==> src/rtl/fp_mac_feeder.sv <==
// fp_mac_feeder: sequences operand pairs into an external FP MAC and captures the dot-product result
// Ports: clk/reset (async active-low); start+len launch a job, busy while not idle;
// op_valid/op_ready/op_a/op_b accept operand pairs; mac_clr/mac_a/mac_b drive the MAC,
// mac_out is its accumulator; res_valid/res_ready/res_data return the captured result.
module fp_mac_feeder #(
  parameter int MAC_LAT = 4,
  parameter int LEN_W = 8
) (
  input  logic             clk,
  input  logic             reset,
  input  logic             start,
  input  logic [LEN_W-1:0] len,
  output logic             busy,
  input  logic             op_valid,
  input  logic [31:0]      op_a,
  input  logic [31:0]      op_b,
  output logic             op_ready,
  output logic             mac_clr,
  output logic [31:0]      mac_a,
  output logic [31:0]      mac_b,
  input  logic [31:0]      mac_out,
  output logic             res_valid,
  output logic [31:0]      res_data,
  input  logic             res_ready
);
  localparam int DW = $clog2(MAC_LAT + 2);
  typedef enum logic [2:0] {IDLE, CLEAR, FEED, DRAIN, DONE} state_t;
  state_t state, state_nx;
  logic [LEN_W-1:0] rem;
  logic [DW-1:0] drn;
  logic xfer, last;
  assign xfer = op_valid && op_ready;
  assign last = xfer && rem == LEN_W'(1);
  always_comb begin
    busy = state != IDLE;
    op_ready = state == FEED;
    mac_clr = state == CLEAR;
    res_valid = state == DONE;
    state_nx = state == IDLE  ? (start ? (len != '0 ? CLEAR : DONE) : IDLE)
             : state == CLEAR ? FEED
             : state == FEED  ? (last ? DRAIN : FEED)
             : state == DRAIN ? (drn == '0 ? DONE : DRAIN)
             : (res_ready ? IDLE : DONE);
  end
  always_ff @(posedge clk or negedge reset)
    if (!reset) state <= IDLE;
    else state <= state_nx;
  // mac_a/mac_b are zero on every edge without a transfer, covering CLEAR, bubbles and DRAIN
  always_ff @(posedge clk or negedge reset)
    if (!reset) begin
      rem <= '0;
      drn <= '0;
      mac_a <= '0;
      mac_b <= '0;
      res_data <= '0;
    end else begin
      mac_a <= xfer ? op_a : '0;
      mac_b <= xfer ? op_b : '0;
      if (state == IDLE && start) rem <= len;
      else if (xfer) rem <= rem - LEN_W'(1);
      if (last) drn <= DW'(MAC_LAT);
      else if (state == DRAIN && drn != '0) drn <= drn - DW'(1);
      if (state == IDLE && start && len == '0) res_data <= '0;
      else if (state == DRAIN && drn == '0) res_data <= mac_out;
    end
endmodule

==> config.mk <==
export PLATFORM = sky130hd
export DESIGN_NAME = fp_mac_feeder
export DESIGN_NICKNAME = d
export VERILOG_FILES = /design/src/rtl/fp_mac_feeder.sv
export SDC_FILE = /design/constraint.sdc
export NUM_CORES = 1
export LEC_CHECK = 0
export BUFFER_PORTS_ARGS = -buffer_cell sky130_fd_sc_hd__buf_2
export CAP_MARGIN = 15
export CORE_AREA = 2 2 114 88
export CTS_BUF_LIST = sky130_fd_sc_hd__clkbuf_16
export CTS_CLUSTER_DIAMETER = 50
export CTS_CLUSTER_SIZE = 8
export DETAILED_ROUTE_END_ITERATION = 8
export DIE_AREA = 0 0 116 90
export GPL_TIMING_DRIVEN = 0
export PLACE_DENSITY = 0.86
export RECOVER_POWER = 25
export SETUP_SLACK_MARGIN = 0.15
export SYNTH_ARGS = -nofsm -noshare
export SYNTH_HDL_FRONTEND = slang
export SYNTH_SLANG_ARGS = --single-unit
export TNS_END_PERCENT = 10
==> constraint.sdc <==
create_clock -name clk -period 2.05 [get_ports clk]
set_input_delay 0.41 -clock clk [delete_from_list [all_inputs] [get_ports clk]]
set_output_delay 0.41 -clock clk [all_outputs]
set_load 0.01 [all_outputs]
==> run_results.csv, run 1 <==
group,metric,value,unit
worst_setup_path,crit_path_start_kind,"register",
floorplanning,die_width,116,um
place,dp_hpwl,7798,um
power,switchingPower,2363,uW
synthesis,synth_seq_area_share,0.6691,
worst_setup_path,slack_of_the_worst_reg_to_reg_path,250,ps
timing,slew_headroom,0.1450,
synthesis,syn-mean-instance-area,11.33,sq um
place,port-buffer-count,208,
worst_hold_path,worstHoldStart,"op_a[8]",
floorplanning,fp.dieArea,0.01044,sq mm
worst_setup_path,crit_path_max_incr_delay,660,ps
power,sequential_power_share,0.454,
place,gpl.final_weighted_congestion,0.8341,
synthesis,synth_largest_type_area_fraction,0.6691,
worst_setup_path,critPathCaptureType,"register",
synthesis,mappedNetlistArea,0.004114,sq mm
status,status,"finished clean",
worst_setup_path,worstReg2RegStart,"state[1]",
power,clkPwrFrac,0.221,
clocking,ctsHoldBuffers,0,
worst_setup_path,critical_path_arrival,2000,ps
worst_setup_path,setup.worst_path.start,"state[1]",
power,comb_power_share,0.324,
worst_setup_path,worst-path-buf-inv,1,
finish,insertedDiodeCount,0,
clocking,cts.repair_timing.setup_buffer_count,0,
route,routed_wire_length_per_instance,14.04,um
route,postRouteWirelength,10100,um
synthesis,synth_seq_cells,110,
clocking,cts.sink_count,110,
finish,area.growth.synth_to_final,36.59,%
worst_setup_path,criticalPathCategory,"reg -> reg",
floorplanning,die-height,90,um
synthesis,proportion_of_synthesized_flip_flops_having_asynchronous_set_or_reset,1.000,
timing,worst_slew_pin_slew,1283,ps
route,drt_first_iter_violations,136,
timing,hold_ws,271.1,ps
floorplanning,initial_utilization,0.4383,
global_routing,groute.usage.overall,0.1959,
timing,clock_skew,8.939,ps
global_routing,grt_pass1_vias,3364,
clocking,cts-htree-levels,3,
run,drv.max_cap_violation_count,0,
floorplanning,floorplan.rows,31,
power,vdd_ir_drop_max,654.9,uV
synthesis,synth_top_cells_by_area,"dfrtp_1 (67%), and2_1 (9.9%), nand2_1 (6.8%)",
clocking,cts-root-buf,"clkbuf_16",
global_routing,grt_antenna_before_repair,0,
clocking,clock_buffers_created_by_tritoncts,9,
clocking,clock_latency_of_the_later_clocked_register_in_the_worst_skew_pair,340,ps
global_routing,grt_pass1_wl,15950,um
route,vias_per_cell,4.633,
clocking,cts.clk_slew.worst_paths,70,ps
power,internal_power,4681,uW
worst_hold_path,holdPathStages,2,
route,drtPass1Iterations,4,
finish,final.fill_count,806,
synthesis,postSynthCellCount,363,
place,place.detailed.instances,704,
finish,layout-drive-gt1-share,0.4020,
synthesis,synth-edff-count,0,
global_routing,total_global_routing_overflow,0,
worst_setup_path,worst-path-max-fanout,10,
floorplanning,core_footprint,0.009387,sq mm
clocking,clock_tree.buffer_depth,2,
synthesis,primary_flip_flop_cell_chosen_by_synthesis_mapping,"dfrtp_1",
power,power_switching_share,0.3355,
synthesis,synthesized_nets,476,
power,leakagePower,0.003069,uW
worst_setup_path,worstRegToRegCells,3,
floorplanning,num_ports,209,
synthesis,yosysWarnings,0,
worst_hold_path,worst_hold_path_type,"in -> reg",
route,antenna_left,0,
worst_setup_path,data_required_time_at_the_worst_endpoint,2260,ps
worst_setup_path,worstPathCellList,"nor4b_1 > clkbuf_1 > o21ai_0",
finish,fin_nets,696,
synthesis,synthDominantAreaCellType,"dfrtp_1",
route,route.vias.total,3331,
global_routing,largest_net_degree_at_the_start_of_global_routing,61,
timing,finalHoldViolCount,0,
power,fin_total_pwr,7044,uW
worst_setup_path,timing.critical_path.slowest_stage_cell,"nor4b_1",
worst_setup_path,cp_top_family,"simple AND/OR/NAND/NOR gates",
timing,final.period_utilization,0.8766,
finish,final_cell_count_no_fill,719,
route,drt_drc_violations_left,0,
synthesis,synthDistinctLibCells,37,
timing,setup_violations,0,
worst_hold_path,whs_endpoint,"mac_a[8]",
timing,fmaxAchievable,556.5,MHz
timing,grt_setup_unrepaired,"yes",
power,power-per-cell-area,1254,mW/mm^2
clocking,tritoncts,"done",
worst_setup_path,timing.rr.end,"rem[3]",
timing,count_of_final_max_slew_check_failures,0,
timing,finalCriticalPeriod,1797,ps
==> power groups by stage <==
stage | Sequential (uW) | Clock, uW | Combinational (uW)
floorplan | 3480 | 0 | 1020
global placement | 3190 | 0 | 2210
detailed placement | 3240 | 0 | 2310
CTS | 3200 | 1610 | 2310
global route | 3290 | 1700 | 2570
finish | 3200 | 1560 | 2290
==> synthesized netlist by cell type (all sizes together) (3+ instances only) <==
master and number:
a21oi 32, and2 65, clkbuf 15, nor2 7
nor4 4, nor3b 3, ha 4, o21ai 4
nor3 4, dfrtp 110, buf 3, inv 7
nand2 75, nor2b 3
==> per-stage QoR <==
step                      setup WS, ps    util  setup TNS (ps)  instance area [sq um]
after detailed placement        -24.17  0.5700          -99.02                   5350
after global routing             56.28  0.5986               0                   5619
after global placement          -568.6  0.5668          -61900                   5320
after CTS                        175.1  0.5982               0                   5615
after floorplan                  468.8       -               0                   4114
final                            252.9  0.5986               0                   5619
==> cells in the final DEF (no fill, tap or decap), types with 2 or more instances in the layout <==
cell type | Yosys | final
clkbuf_1 | 15 | 11
a21oi_1 | 32 | 32
a221o_1 | 2 | 2
xor2_1 | 2 | 2
buf_2 | 3 | 210
nor3_1 | 4 | 4
xnor2_1 | 2 | 2
o211ai_1 | 2 | 2
nor2_1 | 7 | 6
dfrtp_1 | 110 | 110
nor2b_1 | 3 | 3
ha_1 | 4 | 4
o21ai_0 | 4 | 4
nor3b_1 | 2 | 2
clkbuf_16 | 0 | 9
and2_1 | 65 | 65
nand2_1 | 75 | 75
clkinv_2 | 0 | 2
nand3_1 | 2 | 2
clkbuf_2 | 0 | 5
nor4_1 | 3 | 3
a211o_1 | 2 | 2
inv_1 | 7 | 8
==> state kept, by name (all words and copies together), names as in the netlist <==
| signal | count |
|---|---|
| mac_a | 32 |
| mac_b | 32 |
| res_data | 32 |
| rem | 8 |
| drn | 3 |
| state | 3 |
==> worst max path at each step <==
stage                         to  slack, ps  cells past startpoint
floorplan                 rem[7]        470                      4
global placement       mac_b[17]       -570                      1
detailed placement  res_data[24]        -20                      6
CTS                     mac_b[1]        180                      4
global route              rem[5]         60                      3
finish                    rem[3]        250                      3
==> cell families after synthesis <==
group | after synthesis | share of synthesized area
buffers and inverters | 25 | 0.02372
DFF | 110 | 0.6691
and+or+nand+nor | 174 | 0.2217
xor gates and xnor gates | 4 | 0.008517
adders and majority gates | 4 | 0.01217
AOI/OAI and AO/OA | 46 | 0.06478
==> routing by layer <==
| layer | global-route usage | vias to the layer above | part of all wire |
|---|---|---|---|
| met5 | 0 | - | 0 |
| met4 | 0.04365 | 0 | 0.0092 |
| met3 | 0.08901 | 10 | 0.11 |
| met2 | 0.3421 | 159 | 0.49 |
| met1 | 0.2186 | 1546 | 0.39 |
| li1 | - | 1616 | - |
==> worst reg2reg max path: cells and delay by family, from the launching register on <==
family | cells | cell delay (ps)
flip-flops | 1 | 450
buffers and inverters | 1 | 400
AO/OA/AOI/OAI | 1 | 160
AND/OR/NAND/NOR | 1 | 660
==> layout make-up <==
cell class	count	area (sq um)	area share
Clock buffer	9	225.2	0.04008
Multi-Input combinational cell	228	1266	0.2253
Buffer	18	76.32	0.01358
Clock inverter	6	38.79	0.006903
Sequential cell	110	2753	0.4899
Inverter	7	26.28	0.004676
Timing Repair Buffer	209	1069	0.1902
Tap cell	132	165.2	0.02939
==> repair_timing <==
action                                  CTS  global route
resized for setup                         1             7
gates cloned                              0             0
endpoints found under the setup margin   10            85
Power figures use the tool's default switching activity.
==> run 2, diff against run 1 <==
- GPL_TIMING_DRIVEN: 0 -> not set
==> run_results.csv, run 2 (same netlist as run 1, synthesis figures left out) <==
group,metric,value,unit
status,status,"finished clean",
worst_setup_path,crit_path_max_incr_delay,450,ps
place,port-buffer-count,208,
worst_hold_path,worst_hold_path_type,"in -> async",
timing,slew_headroom,0.3372,
clocking,cts-htree-levels,3,
power,comb_power_share,0.314,
global_routing,groute.usage.overall,0.1936,
route,routed_wire_length_per_instance,14.05,um
timing,setup_violations,0,
clocking,ctsHoldBuffers,0,
finish,final_common_cell,"buf_2",
global_routing,grt_pass1_vias,3340,
worst_setup_path,criticalPathCategory,"reg -> out",
timing,clock_skew,5.094,ps
route,drt_drc_violations_left,0,
power,clkPwrFrac,0.243,
route,postRouteWirelength,9962,um
power,leakagePower,0.003060,uW
route,routed-wl-met2,4876,um
power,vdd_ir_drop_max,745.0,uV
place,dp_hpwl,7589,um
timing,count_of_final_max_slew_check_failures,0,
timing,finalCriticalPeriod,1746,ps
timing,worst_slew_pin_slew,994.3,ps
worst_setup_path,worstReg2RegStart,"rem[4]",
finish,largestRegisters,"mac_a x32, mac_b x32, res_data x32",
worst_setup_path,slack_of_the_worst_reg_to_reg_path,330,ps
clocking,clock_tree.buffer_depth,2,
finish,post-route-util,0.5973,
worst_setup_path,worstPathCellList,"nor3b_2 > buf_2",
clocking,cts.sink_count,110,
worst_setup_path,critical_path_arrival,1340,ps
power,internal_power,4818,uW
floorplanning,die_width,116,um
worst_setup_path,critPathCaptureType,"output pin",
route,antenna_left,0,
power,power-per-cell-area,1288,mW/mm^2
floorplanning,initial_utilization,0.4383,
route,highest_layer,"met4",
worst_setup_path,worstRegToRegCells,4,
clocking,cts_resized,0,
clocking,tritoncts,"done",
clocking,cts.repair_timing.setup_buffer_count,0,
timing,final.setup.tns,0,ps
floorplanning,die-height,90,um
timing,finalHoldViolCount,0,
worst_setup_path,data_required_time_at_the_worst_endpoint,1640,ps
run,drv.max_cap_violation_count,0,
timing,final.period_utilization,0.8517,
floorplanning,fp.dieArea,0.01044,sq mm
global_routing,grt_antenna_before_repair,0,
floorplanning,num_ports,209,
power,switchingPower,2406,uW
finish,insertedDiodeCount,0,
route,met3WireLength,1076,um
finish,area.growth.synth_to_final,36.28,%
route,route.vias.total,3336,
route,drt_first_iter_violations,254,
place,gpl.final_weighted_congestion,0.8729,
clocking,clock_buffers_created_by_tritoncts,9,
floorplanning,floorplan.rows,31,
finish,highest_count_cells_in_the_layout_ignoring_fill_and_taps,"buf_2 (207), dfrtp_1 (110), nand2_1 (75), and2_1 (65), a21oi_1 (32)",
global_routing,grt_pass1_wl,15800,um
worst_setup_path,worst-path-max-fanout,8,
finish,layout-drive-gt1-share,0.4090,
power,sequential_power_share,0.443,
global_routing,total_global_routing_overflow,0,
timing,fmaxAchievable,572.7,MHz
route,wl_met1,3922,um
worst_setup_path,timing.rr.end,"rem[7]",
timing,grt_setup_unrepaired,"no",
finish,fin_nets,685,
worst_setup_path,crit_path_start_kind,"register",
route,vias_per_cell,4.705,
clocking,cts-root-buf,"clkbuf_16",
floorplanning,core_footprint,0.009387,sq mm
clocking,cts.clk_slew.worst_paths,70,ps
clocking,clock_latency_of_the_later_clocked_register_in_the_worst_skew_pair,340,ps
worst_setup_path,timing.critical_path.slowest_stage_cell,"dfrtp_1",
route,drtPass1Iterations,4,
power,power_switching_share,0.3331,
global_routing,largest_net_degree_at_the_start_of_global_routing,65,
==> run 2: power groups by stage <==
stage / Sequential [uW] / Clock, uW / Combinational [uW]
6_report: 3200 / 1760 / 2270
5_1_grt: 3280 / 1880 / 2540
4_1_cts: 3200 / 1800 / 2300
3_5_place_dp: 3240 / 0 / 2290
3_3_place_gp: 3200 / 0 / 2200
2_1_floorplan: 3480 / 0 / 1020
==> run 2: per-stage QoR <==
| step | hold slack [ps] | total power (uW) | instance area (sq um) | worst slack (ps) | cells |
|---|---|---|---|---|---|
| global placement | 411.4 | 5400 | 5326 | 426.9 | 693 |
| global route | 260.5 | 7701 | 5607 | 191.2 | 709 |
| detailed placement | 430.3 | 5533 | 5326 | 359.8 | 693 |
| finish | 225.9 | 7224 | 5607 | 304.0 | 709 |
| floorplan | 114.4 | 4496 | 4114 | 468.8 | 363 |
| CTS | 60.51 | 7308 | 5629 | 295.1 | 709 |
==> run 2: final cells by class <==
| cell class | count | area, sq um |
|---|---|---|
| fill | 820 | 3780 |
| sequential | 110 | 2753 |
| multi-input combinational | 228 | 1266 |
| timing repair buffer | 216 | 1094 |
| clock buffer | 9 | 225.2 |
| tap | 132 | 165.2 |
| clock inverter | 7 | 77.57 |
| inverter | 7 | 26.28 |
==> run 2: metal layers <==
| layer | global-route usage | vias up |
|---|---|---|
| met2 | 0.3280 | 154 |
| met5 | 0 | - |
| met1 | 0.2251 | 1573 |
| met4 | 0.04563 | 0 |
| li1 | - | 1597 |
| met3 | 0.08631 | 12 |
==> run 2: critical path, delay by kind of cell (launching register included) <==
kind	cells	cell delay (ps)
DFF	1	450
and+or+nand+nor	1	350
buffers and inverters	1	200
==> run 2: worst max path at each step <==
stage / start / end / slack, ps / cells past startpoint
2_1_floorplan: rem[4] / rem[7] / 470 / 4
3_3_place_gp: rem[4] / rem[7] / 430 / 4
3_5_place_dp: rem[4] / rem[7] / 360 / 4
4_1_cts: state[1] / op_ready / 300 / 2
5_1_grt: reset / res_data[26] / 190 / 2
6_report: state[0] / op_ready / 300 / 2
==> run 3, diff against run 2 <==
- CORE_AREA: 2 2 114 88 -> 2 2 139 73
- DIE_AREA: 0 0 116 90 -> 0 0 141 75
==> run_results.csv, run 3 (same netlist as run 1, synthesis figures left out) <==
group,metric,value,unit
worst_setup_path,crit_path_max_incr_delay,460,ps
route,route.vias.total,3360,
timing,finalHoldViolCount,0,
place,postPlaceCellArea,0.005325,sq mm
clocking,clock_latency_of_the_later_clocked_register_in_the_worst_skew_pair,340,ps
timing,clock_skew,5.105,ps
global_routing,grt_pass1_wl,15590,um
timing,final.period_utilization,0.8609,
floorplanning,core_footprint,0.009290,sq mm
timing,finalCriticalPeriod,1765,ps
clocking,cts.repair_timing.setup_buffer_count,0,
clocking,cts.sink_count,110,
finish,area.growth.synth_to_final,35.58,%
power,vdd_ir_drop_max,510.3,uV
route,drtPass1Iterations,4,
timing,final.setup.tns,0,ps
global_routing,total_global_routing_overflow,0,
place,port-buffer-count,208,
finish,layout-drive-gt1-share,0.4055,
place,dp_hpwl,7651,um
worst_setup_path,worstPathCellList,"nor3b_2 > buf_2",
floorplanning,floorplan.rows,25,
worst_setup_path,timing.critical_path.slowest_stage_cell,"dfrtp_1",
floorplanning,initial_utilization,0.4428,
worst_setup_path,data_required_time_at_the_worst_endpoint,1640,ps
timing,count_of_final_max_slew_check_failures,0,
worst_setup_path,worstRegToRegCells,4,
floorplanning,fp.dieArea,0.01058,sq mm
timing,fin_ws,285.2,ps
route,vias_per_cell,4.814,
worst_setup_path,critPathCaptureType,"output pin",
worst_setup_path,slack_of_the_worst_reg_to_reg_path,380,ps
clocking,ctsHoldBuffers,0,
timing,grt_setup_unrepaired,"no",
finish,highest_count_cells_in_the_layout_ignoring_fill_and_taps,"buf_2 (207), dfrtp_1 (110), nand2_1 (75), and2_1 (65), a21oi_1 (32)",
clocking,cts-htree-levels,3,
timing,slew_headroom,0.3359,
run,drv.max_cap_violation_count,0,
finish,final.fill_count,796,
place,place_ws,381.7,ps
timing,fmaxAchievable,566.6,MHz
worst_setup_path,critical_path_arrival,1350,ps
floorplanning,num_ports,209,
timing,worst_slew_pin_slew,996.1,ps
global_routing,groute.usage.overall,0.1901,
finish,fin_nets,685,
clocking,clock_tree.buffer_depth,2,
floorplanning,die-height,75,um
worst_setup_path,crit_path_start_kind,"register",
route,postRouteWirelength,10340,um
finish,post-route-cell-area,0.005578,sq mm
power,leakagePower,0.003055,uW
clocking,cts.clk_slew.worst_paths,70,ps
worst_setup_path,criticalPathCategory,"reg -> out",
route,antenna_left,0,
status,status,"finished clean",
clocking,clock_buffers_created_by_tritoncts,9,
clocking,cts-root-buf,"clkbuf_16",
clocking,tritoncts,"done",
power,power-per-cell-area,1263,mW/mm^2
route,routed_wire_length_per_instance,14.81,um
global_routing,largest_net_degree_at_the_start_of_global_routing,65,
worst_setup_path,worstReg2RegStart,"rem[4]",
floorplanning,die_width,141,um
route,drt_first_iter_violations,266,
global_routing,grt_antenna_before_repair,0,
finish,final_common_cell,"buf_2",
route,drt_drc_violations_left,0,
worst_hold_path,worst_hold_path_type,"in -> async",
timing,setup_violations,0,
finish,largestRegisters,"mac_a x32, mac_b x32, res_data x32",
place,gpl.final_weighted_congestion,0.8661,
worst_setup_path,worst-path-max-fanout,8,
worst_setup_path,timing.rr.end,"rem[7]",
global_routing,grt_pass1_vias,3292,
finish,insertedDiodeCount,0,
clocking,cts_resized,0,
-- run 3: cell types whose count changed in the layout (fill, tap and decap cells not counted), sizes merged --
cell      before  now
inv           11    9
clkinvlp       0    1
bufinv         1    0
buf          212  214
clkinv         2    4
clkbuf        13   11
-- run 3: how the worst max path moves through the flow --
stage	start	to	slack, ps	cells after the start
after floorplan	rem[4]	rem[7]	470	4
after global placement	rem[4]	rem[7]	430	4
after detailed placement	drn[0]	res_data[25]	380	7
after CTS	state[1]	op_ready	280	2
after global routing	state[1]	op_ready	190	2
final	state[1]	op_ready	290	2
-- run 3: metal layers --
metal / GRT usage / vias to the layer above / share of wire
li1: - / 1586 / -
met1: 0.2233 / 1596 / 0.39
met2: 0.3290 / 137 / 0.52
met3: 0.05534 / 41 / 0.055
met4: 0.1000 / 0 / 0.035
met5: 0 / - / 0
-- run 3: per-stage QoR --
stage	instances	power (uW)	hold WS [ps]	util
after floorplan	363	4496	114.4	-
after global placement	682	5437	413.5	0.5732
after detailed placement	682	5556	418.2	0.5732
after CTS	698	7110	55.43	0.6011
after global routing	698	7510	263.5	0.6004
final	698	7042	235.1	0.6004
-- run 3: cell type report --
cell class | instances | area (sq um) | area share
Inverter | 7 | 26.28 | 0.004711
Clock inverter | 7 | 33.78 | 0.006057
Clock buffer | 9 | 225.2 | 0.04038
Timing Repair Buffer | 216 | 1122 | 0.2012
Multi-Input combinational cell | 228 | 1266 | 0.2270
Sequential cell | 110 | 2753 | 0.4935
Tap cell | 121 | 151.4 | 0.02714
-- run 3: where the power goes --
group          total [uW]  switching [uW]  leakage, uW  internal (uW)
sequential           3200             362      0.00140           2840
clock                1540             735     0.000135            805
combinational        2300            1260      0.00152           1040
-- run 3: worst max-delay path: cells and delay by family, from the launching register on --
| family | cells | cell delay [ps] |
|---|---|---|
| buffers and inverters | 1 | 200 |
| flip-flops | 1 | 460 |
| AND/OR/NAND/NOR | 1 | 360 |
